`config.mk`:
```
export PLATFORM = sky130hd
export DESIGN_NAME = uart_rx_param_flat
export DESIGN_NICKNAME = d
export VERILOG_FILES = /design/src/rtl/uart_rx_param_if.sv /design/src/rtl/uart_rx_param.sv /design/src/flat_wrapper.sv
export SDC_FILE = /design/constraint.sdc
export NUM_CORES = 1
export LEC_CHECK = 0
export CORE_MARGIN = 2
export CORE_UTILIZATION = 49
export CTS_CLUSTER_DIAMETER = 150
export DETAILED_ROUTE_END_ITERATION = 10
export GPL_TIMING_DRIVEN = 1
export PLACE_DENSITY_LB_ADDON = 0.12
export SYNTH_ARGS = -nofsm -noshare
export SYNTH_HDL_FRONTEND = slang
export SYNTH_SLANG_ARGS = --single-unit
```
`constraint.sdc`:
```
create_clock -name i_clock -period 1.7 [get_ports i_clock]
set_clock_uncertainty 0.15 [all_clocks]
set_input_delay 0.34 -clock i_clock [delete_from_list [all_inputs] [get_ports i_clock]]
set_output_delay 0.34 -clock i_clock [all_outputs]
set_load 0.02 [all_outputs]
```
`src/rtl/uart_rx_param_if.sv`:
```
// Receiver-side bundle for uart_rx_param: serial input, oversample tick and the word handshake.
// master is the receiver; slave is the baud-generator / pad / consumer side.
interface uart_rx_param_if #(
  parameter int unsigned DATA_BITS = 8
) ();
  logic                 i_tick;
  logic                 i_rx;
  logic                 i_ready;
  logic [DATA_BITS-1:0] o_data;
  logic                 o_valid;
  logic                 o_frame_err;
  logic                 o_parity_err;
  logic                 o_overrun;
  logic                 o_busy;

  modport master (
    input  i_tick, i_rx, i_ready,
    output o_data, o_valid, o_frame_err, o_parity_err, o_overrun, o_busy
  );

  modport slave (
    output i_tick, i_rx, i_ready,
    input  o_data, o_valid, o_frame_err, o_parity_err, o_overrun, o_busy
  );
endinterface

```
`src/rtl/uart_rx_param.sv`:
```
// Oversampled UART receiver, LSB first, with framing/parity/overrun flags and a held output word.
// Define UART_RX_PARITY_EN to add the parity bit state and o_parity_err checking.
module uart_rx_param #(
  parameter int unsigned DATA_BITS  = 8,
  parameter int unsigned OVERSAMPLE = 16,
  parameter int unsigned STOP_BITS  = 1,
  parameter int unsigned PARITY_ODD = 0
) (
  input logic              i_clock,
  input logic              i_reset_n,
  uart_rx_param_if.master  bus
);

  localparam int unsigned CntW = $clog2(OVERSAMPLE);
  localparam int unsigned IdxW = $clog2(DATA_BITS + 1);

  localparam logic [CntW-1:0] CntMid      = CntW'(OVERSAMPLE / 2 - 1);
  localparam logic [CntW-1:0] CntEnd      = CntW'(OVERSAMPLE - 1);
  localparam logic [IdxW-1:0] IdxDataLast = IdxW'(DATA_BITS - 1);
  localparam logic [IdxW-1:0] IdxStopLast = IdxW'(STOP_BITS - 1);

  if (!(DATA_BITS >= 5 && DATA_BITS <= 9 && OVERSAMPLE >= 4 && OVERSAMPLE % 2 == 0 &&
        (STOP_BITS == 1 || STOP_BITS == 2) && PARITY_ODD <= 1)) begin : g_bad_params
    $error("uart_rx_param: illegal parameter combination");
  end

`ifdef UART_RX_PARITY_EN
  typedef enum logic [2:0] {StIdle, StStart, StData, StParity, StStop} state_e;
`else
  typedef enum logic [2:0] {StIdle, StStart, StData, StStop} state_e;
`endif

  state_e               state_q, state_d;
  logic                 rx_meta_q, rx_sync_q;
  logic [CntW-1:0]      cnt_q, cnt_d;
  logic [IdxW-1:0]      idx_q, idx_d;
  logic [DATA_BITS-1:0] shift_q, shift_d;
  logic                 fe_acc_q, fe_acc_d;
  logic                 brk_q, brk_d;
  logic [DATA_BITS-1:0] data_q, data_d;
  logic                 valid_q, valid_d;
  logic                 ferr_q, ferr_d;
  logic                 perr_q, perr_d;
  logic                 ovr_q, ovr_d;
  logic                 rxs, fe_now, commit;
`ifdef UART_RX_PARITY_EN
  logic                 pe_q, pe_d;
`endif

  assign rxs    = rx_sync_q;
  assign fe_now = fe_acc_q | ~rxs;

  always_comb begin
    state_d  = state_q;
    cnt_d    = cnt_q;
    idx_d    = idx_q;
    shift_d  = shift_q;
    fe_acc_d = fe_acc_q;
    brk_d    = brk_q;
    commit   = 1'b0;
`ifdef UART_RX_PARITY_EN
    pe_d     = pe_q;
`endif
    unique case (state_q)
      StIdle: begin
        // After a framing error the line must return high before a new start is accepted.
        if (brk_q) begin
          if (rxs) brk_d = 1'b0;
        end else if (!rxs) begin
          state_d  = StStart;
          cnt_d    = '0;
          idx_d    = '0;
          fe_acc_d = 1'b0;
`ifdef UART_RX_PARITY_EN
          pe_d     = 1'b0;
`endif
        end
      end
      StStart: begin
        if (bus.i_tick) begin
          if (cnt_q == CntMid) begin
            cnt_d   = '0;
            state_d = rxs ? StIdle : StData;
          end else begin
            cnt_d = cnt_q + 1'b1;
          end
        end
      end
      StData: begin
        if (bus.i_tick) begin
          if (cnt_q == CntEnd) begin
            cnt_d   = '0;
            shift_d = {rxs, shift_q[DATA_BITS-1:1]};
            if (idx_q == IdxDataLast) begin
              idx_d = '0;
`ifdef UART_RX_PARITY_EN
              state_d = StParity;
`else
              state_d = StStop;
`endif
            end else begin
              idx_d = idx_q + 1'b1;
            end
          end else begin
            cnt_d = cnt_q + 1'b1;
          end
        end
      end
`ifdef UART_RX_PARITY_EN
      StParity: begin
        if (bus.i_tick) begin
          if (cnt_q == CntEnd) begin
            cnt_d   = '0;
            pe_d    = rxs ^ (^shift_q) ^ 1'(PARITY_ODD);
            state_d = StStop;
          end else begin
            cnt_d = cnt_q + 1'b1;
          end
        end
      end
`endif
      StStop: begin
        if (bus.i_tick) begin
          if (cnt_q == CntEnd) begin
            cnt_d    = '0;
            fe_acc_d = fe_now;
            // Commit at mid-stop so a back-to-back start edge is never missed.
            if (idx_q == IdxStopLast) begin
              commit  = 1'b1;
              brk_d   = fe_now;
              state_d = StIdle;
            end else begin
              idx_d = idx_q + 1'b1;
            end
          end else begin
            cnt_d = cnt_q + 1'b1;
          end
        end
      end
      default: state_d = StIdle;
    endcase
  end

  always_comb begin
    data_d  = data_q;
    ferr_d  = ferr_q;
    perr_d  = perr_q;
    valid_d = valid_q & ~bus.i_ready;
    ovr_d   = 1'b0;
    if (commit) begin
      data_d  = shift_q;
      ferr_d  = fe_now;
`ifdef UART_RX_PARITY_EN
      perr_d  = pe_q;
`else
      perr_d  = 1'b0;
`endif
      valid_d = 1'b1;
      ovr_d   = valid_q & ~bus.i_ready;
    end
  end

  always_ff @(posedge i_clock or negedge i_reset_n) begin
    if (!i_reset_n) begin
      state_q   <= StIdle;
      rx_meta_q <= 1'b1;
      rx_sync_q <= 1'b1;
      cnt_q     <= '0;
      idx_q     <= '0;
      shift_q   <= '0;
      fe_acc_q  <= 1'b0;
      brk_q     <= 1'b0;
      data_q    <= '0;
      valid_q   <= 1'b0;
      ferr_q    <= 1'b0;
      perr_q    <= 1'b0;
      ovr_q     <= 1'b0;
`ifdef UART_RX_PARITY_EN
      pe_q      <= 1'b0;
`endif
    end else begin
      state_q   <= state_d;
      rx_meta_q <= bus.i_rx;
      rx_sync_q <= rx_meta_q;
      cnt_q     <= cnt_d;
      idx_q     <= idx_d;
      shift_q   <= shift_d;
      fe_acc_q  <= fe_acc_d;
      brk_q     <= brk_d;
      data_q    <= data_d;
      valid_q   <= valid_d;
      ferr_q    <= ferr_d;
      perr_q    <= perr_d;
      ovr_q     <= ovr_d;
`ifdef UART_RX_PARITY_EN
      pe_q      <= pe_d;
`endif
    end
  end

  assign bus.o_data       = data_q;
  assign bus.o_valid      = valid_q;
  assign bus.o_frame_err  = ferr_q;
  assign bus.o_parity_err = perr_q;
  assign bus.o_overrun    = ovr_q;
  assign bus.o_busy       = (state_q != StIdle);

endmodule

```
`src/flat_wrapper.sv`:
```
// flat-port wrapper written by rule: the top's interface ports become plain ports
module uart_rx_param_flat 
#(
  parameter int unsigned DATA_BITS  = 8,
  parameter int unsigned OVERSAMPLE = 16,
  parameter int unsigned STOP_BITS  = 1,
  parameter int unsigned PARITY_ODD = 0
)
  (i_clock, i_reset_n, bus_i_tick, bus_i_rx, bus_i_ready, bus_o_data, bus_o_valid, bus_o_frame_err, bus_o_parity_err, bus_o_overrun, bus_o_busy);
  uart_rx_param_if #(.DATA_BITS(DATA_BITS)) bus_i ();
  input logic i_clock;
  input logic i_reset_n;
  input wire logic [$bits(bus_i.i_tick)-1:0] bus_i_tick;
  input wire logic [$bits(bus_i.i_rx)-1:0] bus_i_rx;
  input wire logic [$bits(bus_i.i_ready)-1:0] bus_i_ready;
  output wire logic [$bits(bus_i.o_data)-1:0] bus_o_data;
  output wire logic [$bits(bus_i.o_valid)-1:0] bus_o_valid;
  output wire logic [$bits(bus_i.o_frame_err)-1:0] bus_o_frame_err;
  output wire logic [$bits(bus_i.o_parity_err)-1:0] bus_o_parity_err;
  output wire logic [$bits(bus_i.o_overrun)-1:0] bus_o_overrun;
  output wire logic [$bits(bus_i.o_busy)-1:0] bus_o_busy;
  assign bus_i.i_tick = bus_i_tick;
  assign bus_i.i_rx = bus_i_rx;
  assign bus_i.i_ready = bus_i_ready;
  assign bus_o_data = bus_i.o_data;
  assign bus_o_valid = bus_i.o_valid;
  assign bus_o_frame_err = bus_i.o_frame_err;
  assign bus_o_parity_err = bus_i.o_parity_err;
  assign bus_o_overrun = bus_i.o_overrun;
  assign bus_o_busy = bus_i.o_busy;
  uart_rx_param #(.DATA_BITS(DATA_BITS), .OVERSAMPLE(OVERSAMPLE), .STOP_BITS(STOP_BITS), .PARITY_ODD(PARITY_ODD)) u_core (.i_clock(i_clock), .i_reset_n(i_reset_n), .bus(bus_i));
endmodule
```
==> metrics <==
status=complete, but fails checks; failing checks=setup timing; setup slack, reg-to-reg=-0.05 ns; Total Die Area=0.00366 mm²; GPL Wtd Cong=0.863; Unique masters post-synth=44; synth-to-layout area growth=43.0%; DP HPWL=2440 µm; synth warn=0; total negative slack=-0.102 ns; vias in the first global route=1305; register area=828 µm²; Post-DRT Antenna Nets=0; initial antenna violation count=0; Top FF cell, synth=dfrtp_1; Detailed Route WL=3700 µm; critical setup path kind=reg -> reg; Crit path arrival time=1.84 ns; Core Box Area=0.00305 mm²; maxcap violations=0; htree depth=2; largest net degree at the start of global routing=26; Pleak=1.11 nW; largest area contributor in the netlist=dfrtp_1; HP Class=reg -> reg; clock slew at reported path FFs=0.11 ns; root buf cell=clkbuf_4; fin crit share=103%; first-pass iteration count of the detailed router=4; area of the multi-input gates=803 µm²; Fin Hold WS=0.218 ns; Final setup viols=9; Residual DRC=0; fin. max-slew vios=0; Chip Width=60.5 µm; GR Overflow Total=0; most common cell in the netlist=dfrtp_1; Post-synth EDFFs=0; Net Count, Synth=135; Die Y=60.5 µm; CTS tree=built; routed vias/inst=5.48; P per Cell Area=1080 mW/mm²; I/O Buffers=16; total CTS buffers=5; Antenna diodes=0; Final nets=186; startpoint types=register; initial DRC count=57; Clock Latency Late Sink=0.34 ns; Fill cells=226; initial core utilization=51.2%; final core occ=73.3%; Synth Instances=127; syn_area_per_cell=12.3 µm²; final setup margin=-0.0498 ns; Post-synth top cells=31 x dfrtp_1, 17 x mux2_2, 6 x a21oi_1; I/O Pins=18; FF+latch count, synth=33; Synth async-reset ratio=100%; synthesized cell area=0.00156 mm²; share of cells above drive strength 1=44.1%; CTS sink cnt=33; post-synth top area share=49.6%; Critical Path Sink Type=register; unrepaired setup endpoints after global routing=true; CTS Buffer Depth=2; Final Hold Fails=0; top cells by area, synth=dfrtp_1 50%, mux2_2 12%, dfstp_2 3.4%; gr usage total=23.0%; FP Rows=20; worst path required time=1.79 ns; Via Count=1223; Wirelength per Cell=16.6 µm; sequential cell area fraction in the yosys report=53.0%; Max VDD drop=675 µV; fin crit period=1.75 ns; first-pass GRT wire length=5970 µm; f_max=0.571 GHz; Hold Buf Count CTS=0; CP max FO=6
==> metal layers <==
layer	global-route usage, %	vias up	share of wire, %
met2	37.3	26	50
met4	13.0	0	3.8
met1	27.5	609	42
li1	-	574	-
met3	6.61	14	3.7
met5	0	-	0
==> cell families after synthesis <==
kind of cell    Yosys count  share of synthesized area, %
simple gates             37                          15.8
flops                    33                          53.0
compound gates           21                          9.44
mux                      20                          14.2
buf+inv                  11                          4.40
fa+ha+maj                 3                          2.40
other cells               1                         0.240
xor+xnor                  1                         0.560
==> layout make-up <==
| class | instances | area share [%] |
|---|---|---|
| timing repair buffer | 50 | 20.0 |
| clock inverter | 2 | 1.68 |
| sequential | 33 | 37.0 |
| multi-input combinational | 84 | 35.9 |
| inverter | 4 | 0.671 |
| tap | 44 | 2.46 |
| clock buffer | 6 | 2.29 |
==> critical path: stages, from the launching register on <==
cell	delay [ns]
dfrtp_1	0.42
buf_6	0.14
or4_4	0.55
and2_4	0.19
a32o_1	0.19
==> sequential cells by signal, indices dropped and copies added (netlist names) <==
name / cells
u_core.bus.o_frame_err: 1
u_core.fe_acc_q: 1
u_core.idx_q: 4
u_core.state_q: 2
u_core.cnt_q: 4
u_core.bus.o_data: 8
u_core.brk_q: 1
u_core.rx_sync_q: 1
u_core.rx_meta_q: 1
u_core.bus.o_valid: 1
u_core.shift_q: 8
u_core.bus.o_overrun: 1
==> path summary, 6_finish.rpt <==
check | startpoint | endpoint | depth (start not counted)
max in group asynchronous | i_reset_n | u_core.rx_sync_q | 2
worst max register to register | u_core.state_q[0] | u_core.cnt_q[1] | 4
min in group asynchronous | i_reset_n | u_core.state_q[0] | 2
worst min-delay path | u_core.rx_meta_q | u_core.rx_sync_q | 0
worst min register to register | u_core.rx_meta_q | u_core.rx_sync_q | 0
worst max-delay path | u_core.state_q[0] | u_core.cnt_q[1] | 4
==> metrics by stage <==
stage	setup WS (ns)	cell area, µm²	power (mW)	cells
final	-0.0498	2240	2.43	223
after global routing	-0.0878	2240	2.56	223
after CTS	-0.0333	2110	2.30	217
after detailed placement	-0.375	1970	1.65	207
after global placement	-0.326	1970	1.62	207
after floorplan	0.000250	1580	1.38	127
==> report_power, final <==
part	internal, mW	total [mW]	switching [mW]	leakage [nW]
Sequential	0.896	1.01	0.110	0.429
Combinational	0.426	0.788	0.362	0.641
Clock	0.349	0.630	0.281	0.0445
==> cells in the final DEF, fill, tap and decap left out, types with 2 or more instances in the layout <==
cell type,n
mux2_4,9
nand4_1,2
nor2b_1,2
buf_6,6
nand3_1,5
nand2_1,5
dfstp_2,2
mux2_2,8
clkbuf_4,5
and4_1,2
dlygate4sd2_1,11
nand2b_1,2
a31oi_1,2
a21oi_1,6
buf_12,2
clkdlybuf4s50_1,4
nor2_1,3
nand3_4,2
dfrtp_1,31
buf_4,27
inv_1,3
mux2i_1,3
==> timing repair <==
item,4_1_cts,5_1_grt
buffers inserted,1,6
endpoints found under the setup margin,28,25
pin swaps,4,6
gates cloned,1,0
gates resized for setup,30,18
Power figures use the tool's default switching activity.
